===== config.mk =====
export PLATFORM = sky130hd
export DESIGN_NAME = id_exe_stage
export DESIGN_NICKNAME = d
export VERILOG_FILES = /design/src/rtl/id_exe_stage_pkg.sv /design/src/rtl/id_exe_stage_sat_counter.sv /design/src/rtl/id_exe_stage.sv
export SDC_FILE = /design/constraint.sdc
export NUM_CORES = 1
export LEC_CHECK = 0
export ABC_AREA = 1
export CORE_AREA = 3 3 156 158
export DETAILED_ROUTE_END_ITERATION = 16
export DIE_AREA = 0 0 159 161
export HOLD_SLACK_MARGIN = 0.02
export PLACE_DENSITY = 0.71
export SETUP_SLACK_MARGIN = 0.5
export SLEW_MARGIN = 20
export SYNTH_ARGS = -nofsm -noshare
export SYNTH_HDL_FRONTEND = slang
export SYNTH_HIERARCHICAL = 1
export SYNTH_SLANG_ARGS = --single-unit

===== constraint.sdc =====
create_clock -name clk -period 1.94 [get_ports clk]
set_input_delay 0.194 -clock clk [delete_from_list [all_inputs] [get_ports clk]]
set_output_delay 0.194 -clock clk [all_outputs]
set_load 0.01 [all_outputs]

===== src/rtl/id_exe_stage_pkg.sv =====
// Shared MIPS control encodings and the write-back address selection used by the ID/EXE register.
// The all-zero control word is a NOP: PC_NEXT, no memory access and no write-back.
package id_exe_stage_pkg;

    localparam logic [2:0] PC_NEXT = 3'd0;
    localparam logic [2:0] PC_JUMP = 3'd1;
    localparam logic [2:0] PC_JR   = 3'd2;
    localparam logic [2:0] PC_BEQ  = 3'd3;
    localparam logic [2:0] PC_BNE  = 3'd4;

    localparam logic [1:0] EXE_A_RS   = 2'd0;
    localparam logic [1:0] EXE_A_LINK = 2'd1;
    localparam logic [1:0] EXE_B_RT   = 2'd0;
    localparam logic [1:0] EXE_B_IMM  = 2'd1;

    localparam logic [3:0] EXE_ALU_ADD = 4'd0;
    localparam logic [3:0] EXE_ALU_SUB = 4'd1;
    localparam logic [3:0] EXE_ALU_AND = 4'd2;
    localparam logic [3:0] EXE_ALU_OR  = 4'd3;

    localparam logic [1:0] WB_ADDR_RD   = 2'd0;
    localparam logic [1:0] WB_ADDR_RT   = 2'd1;
    localparam logic [1:0] WB_ADDR_LINK = 2'd2;

    // Destination register for a given write-back address source; code 3 maps to r0.
    function automatic logic [4:0] regw_sel(input logic [1:0] src,
                                            input logic [31:0] inst,
                                            input logic [4:0] link_reg);
        logic [4:0] r;
        r = 5'd0;
        case (src)
            WB_ADDR_RD:   r = inst[15:11];
            WB_ADDR_RT:   r = inst[20:16];
            WB_ADDR_LINK: r = link_reg;
            default:      r = 5'd0;
        endcase
        return r;
    endfunction

endpackage


===== src/rtl/id_exe_stage_sat_counter.sv =====
// Saturating up-counter with synchronous clear; clear wins over increment.
module sat_counter #(
    parameter int WIDTH = 16
) (
    input  logic             clk,
    input  logic             rst,
    input  logic             clr,
    input  logic             inc,
    output logic [WIDTH-1:0] count
);

    logic [WIDTH-1:0] r_count;

    always_ff @(posedge clk or negedge rst) begin
        if (!rst) begin
            r_count <= '0;
        end else if (clr) begin
            r_count <= '0;
        end else if (inc && (r_count != {WIDTH{1'b1}})) begin
            r_count <= r_count + 1'b1;
        end
    end

    assign count = r_count;

endmodule


===== src/rtl/id_exe_stage.sv =====
// ID/EXE pipeline register bank: captures decoded ID fields under controller enable/reset
// and returns EXE-stage hazard feedback plus bubble/hold debug counters.
module id_exe_stage
    import id_exe_stage_pkg::*;
#(
    parameter int CNT_WIDTH = 16,
    parameter int LINK_REG  = 31
) (
    input  logic                 clk,
    input  logic                 rst,
    input  logic                 stage_rst,
    input  logic                 stage_en,
    input  logic                 in_valid,
    input  logic [31:0]          in_inst,
    input  logic [31:0]          in_pc,
    input  logic [31:0]          in_data_rs,
    input  logic [31:0]          in_data_rt,
    input  logic [31:0]          in_data_imm,
    input  logic [2:0]           in_pc_src,
    input  logic [1:0]           in_exe_a_src,
    input  logic [1:0]           in_exe_b_src,
    input  logic [3:0]           in_exe_alu_oper,
    input  logic                 in_mem_ren,
    input  logic                 in_mem_wen,
    input  logic [1:0]           in_wb_addr_src,
    input  logic                 in_wb_data_src,
    input  logic                 in_wb_wen,
    input  logic                 cnt_clr,
    output logic [31:0]          out_inst,
    output logic [31:0]          out_pc,
    output logic [31:0]          out_data_rs,
    output logic [31:0]          out_data_rt,
    output logic [31:0]          out_data_imm,
    output logic [2:0]           out_pc_src,
    output logic [1:0]           out_exe_a_src,
    output logic [1:0]           out_exe_b_src,
    output logic [3:0]           out_exe_alu_oper,
    output logic                 out_mem_ren,
    output logic                 out_mem_wen,
    output logic [1:0]           out_wb_addr_src,
    output logic                 out_wb_data_src,
    output logic                 out_wb_wen,
    output logic                 exe_valid,
    output logic [4:0]           regw_addr_exe,
    output logic                 wb_wen_exe,
    output logic                 is_branch_exe,
    output logic [CNT_WIDTH-1:0] bubble_cnt,
    output logic [CNT_WIDTH-1:0] hold_cnt
);

    localparam logic [4:0] LINK_ADDR = 5'(LINK_REG);

    logic [4:0] w_regw_addr;
    logic       w_bubble_inc;
    logic       w_hold_inc;

    assign w_regw_addr  = regw_sel(in_wb_addr_src, in_inst, LINK_ADDR);
    assign w_bubble_inc = stage_rst | (stage_en & ~in_valid);
    assign w_hold_inc   = ~stage_rst & ~stage_en;

    // Stage reset loads a NOP bubble and takes priority over the enable.
    always_ff @(posedge clk or negedge rst) begin
        if (!rst) begin
            out_inst         <= '0;
            out_pc           <= '0;
            out_data_rs      <= '0;
            out_data_rt      <= '0;
            out_data_imm     <= '0;
            out_pc_src       <= PC_NEXT;
            out_exe_a_src    <= '0;
            out_exe_b_src    <= '0;
            out_exe_alu_oper <= '0;
            out_mem_ren      <= 1'b0;
            out_mem_wen      <= 1'b0;
            out_wb_addr_src  <= '0;
            out_wb_data_src  <= 1'b0;
            out_wb_wen       <= 1'b0;
            exe_valid        <= 1'b0;
            regw_addr_exe    <= '0;
        end else if (stage_rst) begin
            out_inst         <= '0;
            out_pc           <= '0;
            out_data_rs      <= '0;
            out_data_rt      <= '0;
            out_data_imm     <= '0;
            out_pc_src       <= PC_NEXT;
            out_exe_a_src    <= '0;
            out_exe_b_src    <= '0;
            out_exe_alu_oper <= '0;
            out_mem_ren      <= 1'b0;
            out_mem_wen      <= 1'b0;
            out_wb_addr_src  <= '0;
            out_wb_data_src  <= 1'b0;
            out_wb_wen       <= 1'b0;
            exe_valid        <= 1'b0;
            regw_addr_exe    <= '0;
        end else if (stage_en) begin
            out_inst         <= in_inst;
            out_pc           <= in_pc;
            out_data_rs      <= in_data_rs;
            out_data_rt      <= in_data_rt;
            out_data_imm     <= in_data_imm;
            out_pc_src       <= in_pc_src;
            out_exe_a_src    <= in_exe_a_src;
            out_exe_b_src    <= in_exe_b_src;
            out_exe_alu_oper <= in_exe_alu_oper;
            out_mem_ren      <= in_mem_ren;
            out_mem_wen      <= in_mem_wen;
            out_wb_addr_src  <= in_wb_addr_src;
            out_wb_data_src  <= in_wb_data_src;
            out_wb_wen       <= in_wb_wen;
            exe_valid        <= in_valid;
            regw_addr_exe    <= w_regw_addr;
        end
    end

    // Feedback is gated by valid so a captured-invalid entry never raises a hazard.
    assign wb_wen_exe    = exe_valid & out_wb_wen;
    assign is_branch_exe = exe_valid & (out_pc_src != PC_NEXT);

    sat_counter #(.WIDTH(CNT_WIDTH)) u_bubble_cnt (
        .clk   (clk),
        .rst   (rst),
        .clr   (cnt_clr),
        .inc   (w_bubble_inc),
        .count (bubble_cnt)
    );

    sat_counter #(.WIDTH(CNT_WIDTH)) u_hold_cnt (
        .clk   (clk),
        .rst   (rst),
        .clr   (cnt_clr),
        .inc   (w_hold_inc),
        .count (hold_cnt)
    );

endmodule


==> key figures, run 1 <==
Route
  – Total Routed Length: 30.0 mm
  – Total number of vias: 8697
  – Avg WL per Cell: 16.0 µm
  – Detailed-route vias per instance: 4.65
  – Met1 Wirelength: 11.7 mm
  – First DRT Iteration DRCs: 450
  – Detailed-routing iteration count for the pre-antenna-repair pass: 5
  – DRC violations left: 0
  – ANT nets after route: 0
  – Top layer used by detailed routing: met5
  – Detail Route met2 WL: 14.8 mm
  – Met3 wire length: 2.61 mm

Clock network
  – Clock slew at the register clock pins of the worst setup and hold paths: 60 ps
  – Num CTS Buffers: 24
  – TritonCTS sink count: 215
  – Number of H-tree levels: 1
  – Source-to-sink clock delay at the later pin of the worst-skew pair: 510 ps
  – Clock buffer depth: 3
  – Buffer cell driving the clock tree root: sky130_fd_sc_hd__clkbuf_16
  – Clock tree from TritonCTS: yes

Setup path
  – Worst Reg-to-Reg Cells: 9
  – Buf+Inv Stages, Crit Path: 1
  – Largest fanout on the critical path: 6
  – Start-to-end type of the worst setup path: reg2reg
  – Crit-path cells: ha_4, nand2_4, nor2_4, nand2_4, nor2_2, nor2_4, buf_4, nand2_1, o21ai_0
  – Critical Path RT: 2320 ps
  – Category of the worst setup path capture point: flop
  – Nature of the critical path startpoint: flop
  – Crit Reg-Reg Endpoint: u_bubble_cnt/count[3]
  – R2r setup slk: 450 ps
  – Cell family with most CP delay: simple AND/OR/NAND/NOR gates
  – CP arrival: 1870 ps
  – Library cell contributing the largest single delay on the critical path: sky130_fd_sc_hd__dfrtp_1
  – Critical path depth in cells: 9
  – Largest incremental delay on the critical path: 400 ps
  – Reg2Reg Launch Point: u_bubble_cnt/count[0]

Floorplanning
  – Initial core utilization: 38.8%
  – Vert. Die Dim: 161 µm
  – Area of the die: 25600 µm²
  – I/O pin count: 400
  – Num rows: 56
  – Area inside the core boundary: 23300 µm²
  – Horizontal die dimension: 159 µm

GRT
  – Overflow after GRT: 0
  – First-pass GRT wire length: 47.6 mm
  – Antenna violations before repair: 2
  – Via count of the first global-routing pass: 8912
  – Total Routing Usage GR: 22.8%
  – Pin count of the biggest net entering global routing: 99

Power and ir drop
  – Register share of total power: 43.5%
  – PwrDens: 760 nW/µm²
  – PnR Total Power: 11.1 mW
  – Cell internal pwr: 8.43 mW
  – Leakage power: 8.06 nW
  – Share of total power consumed by net switching: 24.1%
  – Part of the total power dissipated in combinational logic: 13.0%
  – Largest voltage drop on the vdd net: 0.440 mV
  – Relative contribution of the clock network to total power: 43.5%
  – Net switching power figure: 2.68 mW

Finish
  – Share of post-route cells with drive strength above 1: 12.9%
  – Most frequent cells in the layout: 630 x sky130_fd_sc_hd__nand2_1, 198 x sky130_fd_sc_hd__dfrtp_1, 181 x sky130_fd_sc_hd__clkdlybuf4s50_1, 181 x sky130_fd_sc_hd__dlygate4sd2_1, 53 x sky130_fd_sc_hd__buf_4
  – Most common library cell in the layout ignoring fill and taps: sky130_fd_sc_hd__nand2_1
  – Fin cells: 1872
  – Layout net count: 1719
  – P&R area growth vs syn: 62.0%

Flow run
  – Number of maximum-capacitance violations: 0

Worst hold path
  – Hold path startpoint: in_data_rs[4]
  – Type of the most critical hold path: in2reg
  – End of the worst hold path: out_data_rs[4]
  – Worst Hold Path Cells: 3

Placement
  – Detailed-placement wirelength estimate: 21.3 mm
  – Placer's final routability congestion estimate: 0.841
  – Number of placed instances with taps included: 1783
  – IO buf count: 399
  – Post-Place Worst Slack: 187 ps

Synthesis
  – Mapped Area: 9030 µm²
  – Net count of the mapped netlist: 1268
  – Biggest area contributors in the synthesized netlist: sky130_fd_sc_hd__dfrtp_1 60%, sky130_fd_sc_hd__nand2_1 27%, sky130_fd_sc_hd__buf_2 1.6%
  – Flip-flop and latch count after synthesis: 215
  – Number of warnings printed during yosys synthesis: 6
  – Post-Synthesis Cells: 1083
  – Synth top area share: 59.6%
  – Largest area contributor in the netlist: sky130_fd_sc_hd__dfrtp_1
  – Sequential cell area fraction in the yosys report: 59.6%
  – Count of distinct cell types in the synthesized netlist: 26
  – Synthesized area per cell: 8.34 µm²

STA
  – Setup tns final: 0 ps
  – Timing-limited maximum frequency: 0.671 GHz
  – Fin. Hold Viols: 0
  – Setup repair after global routing missed its margin: yes
  – Slew at the pin with the worst max-slew slack: 574 ps
  – Clock period minus worst slack: 1490 ps
  – Clock Skews: 7.75 ps
  – Slew Limit Headroom: 61.7%
  – Endpoints failing setup: 0
  – Setup slack after layout: 451 ps
  – Smallest hold slack: 215 ps
  – Final number of max-transition violations: 0
  – Period utilization: 76.8%

Status
  – Result of the run: complete, no violations
-- registers in the layout (all words and copies together) (netlist names), 5 cells and up --
register            flops
out_data_imm           32
out_data_rs            32
out_data_rt            32
out_inst               32
out_pc                 32
u_hold_cnt/count       16
regw_addr_exe           5
u_bubble_cnt/count     16
-- cell type report --
class,count,area (µm²)
fill,2034,8630
clock inverter,14,175
clock buffer,30,674
inverter,41,169
multi-input combinational,783,3380
timing repair buffer,467,4400
tap,319,399
sequential,215,5400
timing repair inverter,2,22.5
antenna,1,2.50
-- metal layers --
metal  global-route usage (%)  up-vias
met4                     7.92        2
met2                     39.1      359
met5                        0        -
met1                     27.0     4052
met3                     7.36       66
li1                         -     4218
-- worst register-to-register path, stage by stage (launching register included) --
cell and delay [ps]:
sky130_fd_sc_hd__dfrtp_1 400, sky130_fd_sc_hd__ha_4 160, sky130_fd_sc_hd__nand2_4 60, sky130_fd_sc_hd__nor2_4 140
sky130_fd_sc_hd__nand2_4 90, sky130_fd_sc_hd__nor2_2 140, sky130_fd_sc_hd__nor2_4 70, sky130_fd_sc_hd__buf_4 160
sky130_fd_sc_hd__nand2_1 70, sky130_fd_sc_hd__o21ai_0 80
-- repair_timing --
item	CTS	global route
pin swaps	8	11
hold buffers	1	0
cloned	2	1
resized for setup	295	48
endpoints found under the hold margin	62	0
setup buffers	30	10
setup endpoints to repair	249	52
-- per-stage QoR --
stage          utilization, %  cell area, µm²
3_5_place_dp             58.1           13500
6_report                 62.9           14600
3_3_place_gp             58.1           13500
5_1_grt                  62.9           14600
4_1_cts                  62.1           14500
2_1_floorplan               -            9050
-- power groups by stage --
stage / clock, mW / sequential [mW] / combinational (mW)
detailed placement: 0 / 4.92 / 1.56
finish: 4.83 / 4.83 / 1.45
CTS: 4.96 / 4.83 / 1.45
global placement: 0 / 4.91 / 1.55
global route: 5.17 / 4.86 / 1.58
floorplan: 0 / 5.01 / 0.351
-- synth_stat cells (all sizes together) --
cell / count
nor2: 35
dfrtp: 215
a31oi: 1
nand2: 657
a21oi: 3
ha: 2
or2: 2
o21ai: 20
buf: 36
nand3: 29
clkbuf: 8
nand4: 18
inv: 41
xor2: 6
o21bai: 4
xnor2: 4
nor3: 2
-- cells by family (layout without fill, tap and decap cells) --
family,Yosys count,after routing,share of synthesized area (%)
xor+xnor,10,10,0.970
fa+ha+maj,2,2,0.277
compound gates,28,28,1.93
simple gates,743,743,32.8
other cells,0,1,0
buf+inv,85,554,4.43
flops,215,215,59.6
-- worst max-delay path by stage --
stage | slack (ps) | from | end
finish | 450 | u_bubble_cnt/count[0] | u_bubble_cnt/count[3]
global route | 390 | u_bubble_cnt/count[0] | u_bubble_cnt/count[3]
CTS | 380 | out_pc_src[2] | is_branch_exe
detailed placement | 190 | stage_en | u_bubble_cnt/count[0]
global placement | 230 | stage_en | u_bubble_cnt/count[2]
floorplan | 430 | u_bubble_cnt/count[0] | u_bubble_cnt/count[7]
No activity file was read; power rests on OpenSTA's default activity.
==> run 2: changes to the inputs <==
clock period = 1.4 ns   (was 1.94 ns; I/O delays follow)
==> run 2 against run 1 <==
  * The flow now finishes with violations (setup timing)
  * Clock power rose by 43%
  * Utilization rose by 6.9 points
  * First-iteration DRC count rose by 30%
  * Non-clock buffer count rose by 175
  * Clock skew rose by 7.5 ps
  * Setup slack got worse by 530 ps
  * Cell area rose by 11%
  * Cell count rose by 9.2%
  * Power rose by 46%
  * Largest cell class is now non-clock buffers
==> key figures, run 2 (synthesized netlist as in run 1, its figures left out) <==
Floorplanning
  – Area of the die: 25600 µm² (unchanged)
  – Initial core utilization: 38.8% (unchanged)
  – Area inside the core boundary: 23300 µm² (unchanged)
  – I/O pin count: 400 (unchanged)
  – Horizontal die dimension: 159 µm (unchanged)
  – Vert. Die Dim: 161 µm (unchanged)
  – Num rows: 56 (unchanged)

STA
  – Endpoints failing setup: 24 (was 0)
  – Setup slack after layout: -79.4 ps (was 451 ps)
  – Slew at the pin with the worst max-slew slack: 530 ps (was 574 ps)
  – Period utilization: 106% (was 76.8%)
  – Smallest hold slack: 44.0 ps (was 215 ps)
  – Timing-limited maximum frequency: 0.676 GHz (was 0.671 GHz)
  – Final number of max-transition violations: 0 (unchanged)
  – Setup tns final: -734 ps (was 0 ps)
  – Setup repair after global routing missed its margin: yes (unchanged)
  – Clock Skews: 15.3 ps (was 7.75 ps)
  – Clock period minus worst slack: 1480 ps (was 1490 ps)
  – Slew Limit Headroom: 64.7% (was 61.7%)
  – Fin. Hold Viols: 0 (unchanged)

Clock network
  – Clock tree from TritonCTS: yes (unchanged)
  – TritonCTS sink count: 215 (unchanged)
  – Number of H-tree levels: 1 (unchanged)
  – Buffer cell driving the clock tree root: sky130_fd_sc_hd__clkbuf_16 (unchanged)
  – Clock slew at the register clock pins of the worst setup and hold paths: 60 ps (about the same)
  – Num CTS Buffers: 24 (unchanged)
  – Source-to-sink clock delay at the later pin of the worst-skew pair: 510 ps (about the same)
  – Clock buffer depth: 3 (unchanged)

Power and ir drop
  – Leakage power: 8.88 nW (was 8.06 nW)
  – Largest voltage drop on the vdd net: 0.810 mV (was 0.440 mV)
  – PwrDens: 998 nW/µm² (was 760 nW/µm²)
  – PnR Total Power: 16.2 mW (was 11.1 mW)

Worst hold path
  – Type of the most critical hold path: in2reg (unchanged)

Route
  – Detailed-routing iteration count for the pre-antenna-repair pass: 5 (unchanged)
  – Detailed-route vias per instance: 4.69 (was 4.65)
  – DRC violations left: 0 (unchanged)
  – First DRT Iteration DRCs: 586 (was 450)
  – Total number of vias: 9599 (was 8697)
  – Total Routed Length: 33.3 mm (was 30.0 mm)
  – ANT nets after route: 0 (unchanged)
  – Avg WL per Cell: 16.3 µm (was 16.0 µm)

Setup path
  – Critical Path RT: 1800 ps (was 2320 ps)
  – Crit-path cells: ha_4, nand2_4, nor2_4, nand2_4, o21ai_4, nand2_4, buf_6, nand2_2, nand2_1 (was ha_4, nand2_4, nor2_4, nand2_4, nor2_2, nor2_4, buf_4, nand2_1, o21ai_0)
  – Largest incremental delay on the critical path: 390 ps (was 400 ps)
  – Worst path most repeated cell: sky130_fd_sc_hd__nand2_4
  – Start-to-end type of the worst setup path: reg2reg (unchanged)
  – Library cell contributing the largest single delay on the critical path: sky130_fd_sc_hd__dfrtp_1 (unchanged)
  – CP arrival: 1880 ps (was 1870 ps)
  – Category of the worst setup path capture point: flop (unchanged)
  – Largest fanout on the critical path: 5 (was 6)
  – Nature of the critical path startpoint: flop (unchanged)

GRT
  – Pin count of the biggest net entering global routing: 57 (was 99)
  – Total Routing Usage GR: 24.2% (was 22.8%)
  – Overflow after GRT: 0 (unchanged)
  – Via count of the first global-routing pass: 9636 (was 8912)
  – First-pass GRT wire length: 50.6 mm (was 47.6 mm)
  – Antenna violations before repair: 2 (unchanged)

Finish
  – Layout net count: 1894 (was 1719)
  – P&R area growth vs syn: 79.6% (was 62.0%)
  – Most frequent cells in the layout: 620 x sky130_fd_sc_hd__nand2_1, 212 x sky130_fd_sc_hd__dfrtp_1, 183 x sky130_fd_sc_hd__buf_4, 179 x sky130_fd_sc_hd__clkdlybuf4s50_1, 151 x sky130_fd_sc_hd__buf_6 (was 630 x sky130_fd_sc_hd__nand2_1, 198 x sky130_fd_sc_hd__dfrtp_1, 181 x sky130_fd_sc_hd__clkdlybuf4s50_1, 181 x sky130_fd_sc_hd__dlygate4sd2_1, 53 x sky130_fd_sc_hd__buf_4)
  – Most common library cell in the layout ignoring fill and taps: sky130_fd_sc_hd__nand2_1 (unchanged)
  – Share of post-route cells with drive strength above 1: 32.9% (was 12.9%)

Placement
  – Detailed-placement wirelength estimate: 23.0 mm (was 21.3 mm)
  – Placer's final routability congestion estimate: 0.876 (was 0.841)
  – IO buf count: 399 (unchanged)
  – Post-Place Worst Slack: -170 ps (was 187 ps)

Status
  – Result of the run: finished, violations left (was complete, no violations)
  – Violated checks: setup timing

Flow run
  – Number of maximum-capacitance violations: 0 (unchanged)
-- run 2: final cells by class --
cell class	instances	area (µm²)
antenna	1	2.50
timing repair inverter	2	20.0
inverter	41	174
sequential	215	5380
timing repair buffer	642	5980
fill	1818	7040
clock buffer	31	678
tap	319	399
clock inverter	11	195
multi-input combinational	783	3390
-- run 2: stage by stage --
step | std cells | utilization [%] | instance area [µm²]
6_report | 2045 | 69.7 | 16200
5_1_grt | 2045 | 69.7 | 16200
4_1_cts | 1970 | 65.8 | 15300
3_5_place_dp | 1853 | 60.9 | 14200
3_3_place_gp | 1853 | 60.9 | 14200
2_1_floorplan | 1083 | - | 9050
-- run 2: metal layers --
| layer | track usage (%) | wire length, µm | up-vias |
|---|---|---|---|
| met1 | 28.0 | 12300 | 4540 |
| met3 | 7.51 | 2860 | 77 |
| met2 | 42.6 | 16900 | 413 |
| li1 | - | - | 4567 |
| met5 | 0 | 11 | - |
| met4 | 8.83 | 1200 | 2 |
-- run 2: worst paths after layout --
path | startpoint | to | slack [ps] | cells after the start
worst max-delay path | u_bubble_cnt/count[0] | u_bubble_cnt/count[4] | -80 | 9
worst min-delay path | stage_en | exe_valid | 40 | 4
worst max register to register | u_bubble_cnt/count[0] | u_bubble_cnt/count[4] | -80 | 9
worst min register to register | out_pc[25] | out_pc[25] | 470 | 2
max in group asynchronous | rst | u_bubble_cnt/count[1] | 640 | 3
min in group asynchronous | rst | u_hold_cnt/count[11] | 150 | 2
-- run 2: timing repair --
item,in CTS,in global routing
endpoints found under the setup margin,428,429
gates resized for setup,1043,75
pin swaps,17,22
endpoints found under the hold margin,204,0
gates cloned,1,7
buffers inserted,73,67
hold buffers,1,0
-- run 2: critical path, delay by kind of cell (launching register included) --
family,cells,cell delay (ps)
AO/OA/AOI/OAI,1,160
adder cells (fa/ha/maj),1,160
buffers and inverters,1,150
flip-flops,1,390
AND/OR/NAND/NOR,6,530
-- run 2: power breakdown --
group	internal (mW)	switching (mW)
sequential	6.52	0.213
combinational	1.42	1.11
clock	4.34	2.58
